<file path="src/rtl/bnn_display_pkg.sv">
// Shared types and helpers for the BNN OCR board seven-segment display path.
// Imported by the refresh timer and the display scheduler.
package bnn_display_pkg;

    localparam int NUM_DIGITS = 4;

    typedef logic [3:0] digit_t;

    typedef enum logic {
        SHOW   = 1'b0,
        STATUS = 1'b1
    } disp_state_e;

    // Active-low one-hot anode pattern for a digit slot.
    function automatic logic [3:0] anode_mask(input logic [1:0] slot);
        return ~(4'b0001 << slot);
    endfunction

endpackage

</file>
<file path="src/rtl/seg_refresh_timer.sv">
// Digit refresh timebase: a prescaler producing one slot_tick every REFRESH_DIV
// cycles and a 2-bit slot counter; frame_tick marks the slot 3 -> 0 wrap.
module seg_refresh_timer
    import bnn_display_pkg::*;
#(
    parameter int REFRESH_DIV = 100_000
) (
    input  logic       clk,
    input  logic       rst_n,
    output logic [1:0] slot,
    output logic       slot_tick,
    output logic       frame_tick
);

    localparam int PW = (REFRESH_DIV > 1) ? $clog2(REFRESH_DIV) : 1;
    localparam logic [PW-1:0] TERMINAL = PW'(REFRESH_DIV - 1);

    logic [PW-1:0] prescaler_reg;
    logic [1:0]    slot_reg;

    assign slot_tick  = (prescaler_reg == TERMINAL);
    assign frame_tick = slot_tick && (slot_reg == 2'd3);
    assign slot       = slot_reg;

    always_ff @(posedge clk or negedge rst_n) begin
        if (!rst_n) begin
            prescaler_reg <= '0;
            slot_reg      <= '0;
        end else if (slot_tick) begin
            prescaler_reg <= '0;
            slot_reg      <= slot_reg + 2'd1;
        end else begin
            prescaler_reg <= prescaler_reg + PW'(1);
        end
    end

endmodule

</file>
<file path="src/rtl/seg_display_scheduler.sv">
// Multiplexed 4-digit display scheduler: keeps a short history of classified
// digits, lets status codes pre-empt it for a while, and drives one slot at a time.
module seg_display_scheduler
    import bnn_display_pkg::*;
#(
    parameter int REFRESH_DIV   = 100_000,
    parameter int STATUS_FRAMES = 200,
    parameter int FRESH_FRAMES  = 100
) (
    input  logic       clk,
    input  logic       rst_n,
    input  logic       res_valid,
    input  logic [3:0] res_data,
    output logic       res_ready,
    input  logic       status_valid,
    input  logic [3:0] status_code,
    input  logic       clear,
    output logic [3:0] digit_val,
    output logic       digit_blank,
    output logic [3:0] an,
    output logic       dp
);

    localparam int STAT_W  = $clog2(STATUS_FRAMES + 1);
    localparam int FRESH_W = $clog2(FRESH_FRAMES + 1);

    logic [1:0] slot;
    logic       slot_tick;
    logic       frame_tick;

    disp_state_e            state_reg, state_next;
    digit_t                 hist_reg [NUM_DIGITS];
    logic [NUM_DIGITS-1:0]  hist_vld_reg;
    logic [STAT_W-1:0]      stat_cnt_reg;
    logic [FRESH_W-1:0]     fresh_cnt_reg;
    digit_t                 code_reg;

    logic [3:0] digit_val_reg;
    logic       digit_blank_reg;
    logic [3:0] an_reg;
    logic       dp_reg;

    logic       accept;
    logic [1:0] slot_new;
    digit_t     show_val;
    logic       show_blank;
    logic       show_dp;

    seg_refresh_timer #(
        .REFRESH_DIV(REFRESH_DIV)
    ) u_timer (
        .clk       (clk),
        .rst_n     (rst_n),
        .slot      (slot),
        .slot_tick (slot_tick),
        .frame_tick(frame_tick)
    );

    // FSM: state register
    always_ff @(posedge clk or negedge rst_n) begin
        if (!rst_n) state_reg <= SHOW;
        else        state_reg <= state_next;
    end

    // FSM: next state; clear beats a status request, which beats expiry
    always_comb begin
        state_next = state_reg;
        if (clear) begin
            state_next = SHOW;
        end else if (status_valid) begin
            state_next = STATUS;
        end else if (state_reg == STATUS && frame_tick && stat_cnt_reg <= STAT_W'(1)) begin
            state_next = SHOW;
        end
    end

    // FSM: outputs
    always_comb begin
        res_ready = rst_n && (state_reg == SHOW) && !status_valid && !clear;
    end

    assign accept = res_valid && res_ready;

    always_ff @(posedge clk or negedge rst_n) begin
        if (!rst_n) begin
            for (int i = 0; i < NUM_DIGITS; i++) hist_reg[i] <= '0;
            hist_vld_reg <= '0;
        end else if (clear) begin
            hist_vld_reg <= '0;
        end else if (accept) begin
            for (int i = NUM_DIGITS - 1; i > 0; i--) hist_reg[i] <= hist_reg[i-1];
            hist_reg[0]  <= res_data;
            hist_vld_reg <= {hist_vld_reg[NUM_DIGITS-2:0], 1'b1};
        end
    end

    always_ff @(posedge clk or negedge rst_n) begin
        if (!rst_n) begin
            stat_cnt_reg  <= '0;
            fresh_cnt_reg <= '0;
            code_reg      <= '0;
        end else if (clear) begin
            stat_cnt_reg  <= '0;
            fresh_cnt_reg <= '0;
        end else begin
            if (status_valid) begin
                code_reg     <= status_code;
                stat_cnt_reg <= STAT_W'(STATUS_FRAMES);
            end else if (frame_tick && stat_cnt_reg != '0) begin
                stat_cnt_reg <= stat_cnt_reg - STAT_W'(1);
            end
            if (accept) begin
                fresh_cnt_reg <= FRESH_W'(FRESH_FRAMES);
            end else if (frame_tick && fresh_cnt_reg != '0) begin
                fresh_cnt_reg <= fresh_cnt_reg - FRESH_W'(1);
            end
        end
    end

    // Content for the slot the timer is about to advance into.
    always_comb begin
        slot_new   = slot + 2'd1;
        show_val   = hist_reg[slot_new];
        show_blank = !hist_vld_reg[slot_new];
        if (state_reg == STATUS) begin
            show_val   = (slot_new == 2'd3) ? code_reg : '0;
            show_blank = (slot_new != 2'd3);
        end
        show_dp = (state_reg == SHOW) && (slot_new == 2'd0) && hist_vld_reg[0]
                  && (fresh_cnt_reg != '0);
    end

    // Clear blanks the pins at once instead of waiting for the next slot.
    always_ff @(posedge clk or negedge rst_n) begin
        if (!rst_n) begin
            digit_val_reg   <= '0;
            digit_blank_reg <= 1'b1;
            an_reg          <= 4'b1111;
            dp_reg          <= 1'b0;
        end else if (clear) begin
            digit_val_reg   <= '0;
            digit_blank_reg <= 1'b1;
            an_reg          <= 4'b1111;
            dp_reg          <= 1'b0;
        end else if (slot_tick) begin
            digit_val_reg   <= show_val;
            digit_blank_reg <= show_blank;
            an_reg          <= show_blank ? 4'b1111 : anode_mask(slot_new);
            dp_reg          <= show_dp;
        end
    end

    assign digit_val   = digit_val_reg;
    assign digit_blank = digit_blank_reg;
    assign an          = an_reg;
    assign dp          = dp_reg;

endmodule

</file>
<file path="config.mk">
export PLATFORM = sky130hd
export DESIGN_NAME = seg_display_scheduler
export DESIGN_NICKNAME = d
export VERILOG_FILES = /design/src/rtl/bnn_display_pkg.sv /design/src/rtl/seg_refresh_timer.sv /design/src/rtl/seg_display_scheduler.sv
export SDC_FILE = /design/constraint.sdc
export NUM_CORES = 1
export LEC_CHECK = 0
export ABC_AREA = 1
export BUFFER_PORTS_ARGS = -buffer_cell sky130_fd_sc_hd__buf_2
export CAP_MARGIN = 10
export CELL_PAD_IN_SITES_DETAIL_PLACEMENT = 1
export CELL_PAD_IN_SITES_GLOBAL_PLACEMENT = 1
export CORE_MARGIN = 1.5
export CORE_UTILIZATION = 49
export DETAILED_ROUTE_END_ITERATION = 6
export PLACE_DENSITY = 0.95
export RECOVER_POWER = 100
export SLEW_MARGIN = 20
export SYNTH_ARGS = -nofsm -noshare
export SYNTH_HDL_FRONTEND = slang
export SYNTH_HIERARCHICAL = 1
export SYNTH_SLANG_ARGS = --single-unit
</file>
<file path="constraint.sdc">
create_clock -name clk -period 2.9 [get_ports clk]
set_input_delay 0.58 -clock clk [delete_from_list [all_inputs] [get_ports clk]]
set_output_delay 0.58 -clock clk [all_outputs]
set_load 0.005 [all_outputs]
</file>
---- Word-level counts from Yosys, hierarchy flattened ----
Index checks and enable logic that the tools add are counted.
word-level totals
  flip-flop bits (word level) ............. 69
  input bits .............................. 13
  output and inout bits ................... 11
  word-level logic and storage cells ...... 85
operators by class
  $add $sub $neg .......................... 4
  order comparisons ....................... 3
  eq/ne operators ......................... 4
  shift operators ......................... 1
  multiplexer cells ....................... 29
  bitwise gates (word level) .............. 4
  reductions and logical operators ........ 25
operators with widths
  kind                   count
  $mux 4                 11
  $mux 8                 3
  $mux 7                 3
  $add 17x1->17 const B  1
  $eq 17x17->1 const B   1
  $mux 17                1
  $logic_and 1x1->1      12
  $mux 1                 9
  $reduce_bool 3->1      3
  $bmux 4 s2             1
  $le 8x1->1 const B     1
  $reduce_bool 8->1      1
  $sub 8x1->8 const B    1
  $reduce_bool 7->1      1
  $sub 7x1->7 const B    1
  $eq 2x2->1 const B     2
  $not 4->4              1
  $reduce_and 2->1       2
  $reduce_bool 2->1      2
  $shl 1x2->4 const A    1
  $ge 3x3->1 const B     1
  $logic_not 1->1        3
  $lt 2x3->1 const B     1
  $not 2->3              1
  5 further kinds        6

---- Logic depth before layout (Yosys ltp) ----
  depth after elaboration ................. 8
  mapped depth ............................ 11
  gate-level depth less buffers ........... 11

---- Cells and area by module ----
Netlist, hierarchy kept.
modules (own cells, without submodules)
  module                 instances  cells each  area an instance (µm²)  sequential area each (µm²)
  seg_display_scheduler  1          334         2,653.8                 1,257.5
  seg_refresh_timer      1          153         1,124.8                 475.5

---- Worst setup path before layout ----
Ideal clock, no wire load.
  path type ............................... register to register
  from .................................... reg u_timer.prescaler_reg[0]
  to ...................................... reg fresh_cnt_reg[3]
  library setup time ...................... 0.118 ns
  arrival ................................. 1.714 ns
  data required time ...................... 2.782 ns
  slack ................................... 1.067 ns
  cell stages (with the launch flop) ...... 11
  path buffers ............................ 0
  clock period less this slack ............ 1.833 ns
  cells stage by stage .................... dfrtp_1 > ha_1 > nand3_4 > inv_2 > nand3_2 > nor2_1 > inv_1 > nor2_1 > nand3_1 > nand2_1 > nor2_1
between the ends
  cells in the longest elaborated chain, start to end .. 4
RTL lines
  item                                line                          source
  start, declared                     seg_refresh_timer.sv:18       logic [PW-1:0] prescaler_reg;
  start signal, assigned              seg_refresh_timer.sv:33       prescaler_reg <= prescaler_reg + PW'(1);
  $eq 17x17->1                        seg_refresh_timer.sv:21       assign slot_tick = (prescaler_reg == TERMINAL);
  $logic_and 1x1->1                   seg_refresh_timer.sv:22       assign frame_tick = slot_tick && (slot_reg == 2'd3);
  net frame_tick                      seg_display_scheduler.sv:29   logic frame_tick;
  $logic_and 1x1->1                   seg_display_scheduler.sv:114  end else if (frame_tick && fresh_cnt_reg != '0) begin
  $reduce_bool 3->1 (no source line)  --
  end signal, assigned                seg_display_scheduler.sv:113  fresh_cnt_reg <= FRESH_W'(FRESH_FRAMES);
  end signal, assigned                seg_display_scheduler.sv:115  fresh_cnt_reg <= fresh_cnt_reg - FRESH_W'(1);
  end, declared                       seg_display_scheduler.sv:35   logic [FRESH_W-1:0] fresh_cnt_reg;
The timed path passes the listed nets, and every way through them passes these cells.
A chain may end at the register's enable or synchronous reset.

---- Worst setup path after layout ----
  from .................................... in clear
  to ...................................... reg fresh_cnt_reg[0]
between the ends
  cells in the longest elaborated chain, start to end .. 5
  elaborated cells between the ends (all ways) .. 6
  classes of those cells .................. mux: 2; reduce/logical: 4
RTL lines
  item               line                          source
  start, declared    seg_display_scheduler.sv:17   input logic clear,
  $logic_not 1->1    seg_display_scheduler.sv:79   res_ready = rst_n && (state_reg == SHOW) && !status_valid && !clear;
  $logic_and 1x1->1  seg_display_scheduler.sv:79
  $logic_and 1x1->1  seg_display_scheduler.sv:82   assign accept = res_valid && res_ready;
  $mux 7             seg_display_scheduler.sv:112  if (accept) begin
  $mux 7             seg_display_scheduler.sv:102  end else if (clear) begin
Parallel ways exist; a longest one is shown, timed or not.

==> results.sh <==
export IMPL_syn_cell_area_sq_um=3779
export IMPL_cts_resized=0
export IMPL_die_x_um=90.82
export IMPL_drt_iter0_markers=147
export IMPL_fin_nets=539
export IMPL_tightest_slew_ns=1.765
export IMPL_final_cell_area_sq_um=4079
export IMPL_post_cts_buffers=0
export IMPL_numCtsBuffers=9
export IMPL_min_from="res_data[0]"
export IMPL_cts_root_buf="clkbuf_8"
export IMPL_synthTopCellsByArea="dfrtp_1, nand2_1, inv_1"
export IMPL_drive_gt1_share_pct=11.56
export IMPL_rrSetupSlack_ns=0.40
export IMPL_grt_pass1_vias=3650
export IMPL_rsz0062_at_grt="false"
export IMPL_worstSetupPathType="in2reg"
export IMPL_r2r_start="u_timer/prescaler_reg[0]$_DFF_PN0_"
export IMPL_period_minus_slack_ns=2.520
export IMPL_ys_seq_area_share_pct=45.86
export IMPL_core_area_sq_um=7370
export IMPL_ios=24
export IMPL_synth_edf_count=0
export IMPL_crit_family="simple AND/OR/NAND/NOR gates"
export IMPL_synthDistinctLibCells=33
export IMPL_wirelength_mm=10.36
export IMPL_power_density_nw_per_um2=531.5
export IMPL_postSynthAreaPerCell_sq_um=7.759
export IMPL_whs_path_depth=3
export IMPL_stdcell_count=618
export IMPL_clk_pin_slew_ns=0.07
export IMPL_worstPathArrival_ns=2.76
export IMPL_place_gp_congestion=0.8661
export IMPL_synth_cells=487
export IMPL_first_pass_iters=4
export IMPL_chipHeight_um=90.82
export IMPL_ys_seq_elements=69
export IMPL_post_place_ws_ns=0.6348
export IMPL_largest_reg_flops=17
export IMPL_reg2reg_depth=10
export IMPL_die_area_sq_um=8247
export IMPL_rows=31
export IMPL_routedWlPerCell_um=16.76
export IMPL_slew_headroom_pct=-17.65
export IMPL_grt_usage_pct=27.61
export IMPL_cp_slowest_cell="nor2_1"
export IMPL_start_kind="input port"
export IMPL_clock_latency_ns=0.35
export IMPL_drc=0
export IMPL_postCtsHoldBufs=0
export IMPL_finalSetupTns_ns=0
export IMPL_cts_sinks=69
export IMPL_setup_ws_ns=0.3804
export IMPL_synth_nets=511
export IMPL_crit_chain="clkbuf_1 > nor2_1 > nand3_4 > nand2_1 > inv_1 > nand2_1 > inv_2 > nand2_1 > o21ai_1"
export IMPL_grt_first_pass_wirelength_mm=17.78
export IMPL_yosysTopAreaCell="dfrtp_1"
export IMPL_initial_utilization_pct=51.27
export IMPL_fin_crit_sh_pct=86.88
export IMPL_n_fill_cell=950
export IMPL_cts_tree="built"
export IMPL_slowest_delay_ns=0.64
export IMPL_hold_viol=0
export IMPL_async_flop_share_pct=100.0
export IMPL_peakVddDrop_mv=0.3482
export IMPL_path_buf_inv=3
export IMPL_failed_checks="capacitance limit, slew limit"
export IMPL_leakagePower_nw=2.168
export IMPL_synth_ff_type="dfrtp_1"
export IMPL_h_tree_depth=3
export IMPL_drt_antenna_violating_nets=0
export IMPL_gr_total_overflow=0
export IMPL_dpl_cell_area_sq_um=3981
export IMPL_end_kind="flop"
export IMPL_grt_max_degree=70
export IMPL_slew_violations=70
export IMPL_maxCapViolCount=1
export IMPL_routed_via_density=5.398
export IMPL_area_growth_syn_to_layout_pct=7.947
export IMPL_clock_skew_ns=0.01091
export IMPL_port_buffers=23
export IMPL_synth_top_area_share_pct=42.38
export IMPL_status="finished, violations left"
export IMPL_min_to="hist_reg[12]$_DFFE_PN0P_"
export IMPL_path_max_fanout=41
export IMPL_finalSetupViolations=0
export IMPL_ys_warn_count=6
export IMPL_cts_buffer_depth=2
export IMPL_crit_top_cell="nand2_1"
export IMPL_antenna_found_initial=0
export IMPL_max_freq_mhz=396.9
export IMPL_antennaDiodeCount=0
export IMPL_r2r_end="an[1]$_DFFE_PN1P_"
export IMPL_dp_cells=603
export IMPL_fin_util_pct=55.35
export IMPL_worstHoldPathType="in2reg"
export IMPL_place_hpwl_mm=7.083
export IMPL_routed_via_count=3336
export IMPL_worstPathRequired_ns=3.14
[placed cells by master (no fill, tap or decap), types with 6 or more instances in the layout]
master    instances
ha_1             11
or2_2             6
nand4_1           9
o21ai_0          22
a21oi_1          18
clkbuf_8         12
nand2_1         129
clkbuf_1          7
dfrtp_1          64
inv_1            73
nand3_1          48
nor2_1           56
buf_2            18
[logic make-up (layout without fill, tap and decap cells)]
| family | count (synthesis) | in the layout | synth area share, % |
|---|---|---|---|
| AND/OR/NAND/NOR | 268 | 268 | 33.38 |
| AO/OA/AOI/OAI | 48 | 48 | 6.722 |
| adder cells (fa/ha/maj) | 11 | 11 | 3.642 |
| buffers and inverters | 85 | 117 | 9.006 |
| XOR/XNOR | 6 | 6 | 1.391 |
| flip-flops | 69 | 69 | 45.86 |
[metal layers]
metal	track usage, %	vias to the layer above	part of all wire, %
li1	-	1584	-
met1	34.87	1653	42
met2	47.81	76	51
met3	3.367	23	3.9
met4	11.33	0	2.3
met5	0	-	0
[cell type report]
class | instances | area, sq um | share of cell area, %
sequential | 69 | 1733 | 42.48
multi-input combinational | 333 | 1634 | 40.06
inverter | 77 | 289.0 | 7.086
clock buffer | 14 | 172.7 | 4.233
tap | 99 | 123.9 | 3.037
timing repair buffer | 25 | 121.4 | 2.975
clock inverter | 1 | 5.005 | 0.1227
[through the flow]
step	hold slack [ns]	power [W]
floorplan	0.2844	0.001332
global placement	0.4634	0.001414
detailed placement	0.4678	0.001445
CTS	0.4755	0.002191
global route	0.5118	0.002286
finish	0.4766	0.002168
[worst max-delay path by stage]
stage	cells past startpoint	slack [ns]	endpoint	startpoint
finish	9	0.38	fresh_cnt_reg[0]$_DFFE_PN0P_	clear
global route	10	0.14	an[3]$_DFFE_PN1P_	u_timer/prescaler_reg[0]$_DFF_PN0_
CTS	11	0.53	fresh_cnt_reg[3]$_DFFE_PN0P_	u_timer/prescaler_reg[0]$_DFF_PN0_
detailed placement	9	0.63	fresh_cnt_reg[1]$_DFFE_PN0P_	u_timer/prescaler_reg[0]$_DFF_PN0_
global placement	10	0.80	fresh_cnt_reg[3]$_DFFE_PN0P_	u_timer/prescaler_reg[0]$_DFF_PN0_
floorplan	10	1.07	fresh_cnt_reg[3]$_DFFE_PN0P_	u_timer/prescaler_reg[0]$_DFF_PN0_
[tightest hold or removal path: cells and delay by family]
| kind | cells | cell delay [ns] |
|---|---|---|
| AND/OR/NAND/NOR | 1 | 0.03 |
| AO/OA/AOI/OAI | 1 | 0.10 |
| buffers and inverters | 1 | 0.08 |
[where the power goes]
part	total (W)	internal (W)	switching, W
logic	0.000301	0.000102	0.000199
clock network	0.000742	0.000376	0.000366
registers	0.00113	0.00106	0.0000672
[synthesized netlist by cell type, types with 3 or more instances]
library cell  instances
nand2_1             126
o21ai_0              21
nor2_2                7
dfrtp_1              64
a21oi_1              18
nor2_1               49
nor2_4                3
nand3_2               3
dfstp_2               5
inv_1                70
buf_2                 5
inv_2                 7
nand2_2               6
nand3_1              47
xor2_1                5
nand4_1               9
ha_1                 11
or2_2                 6
o22ai_1               4
Note: power is estimated with default switching activity, not from simulation.
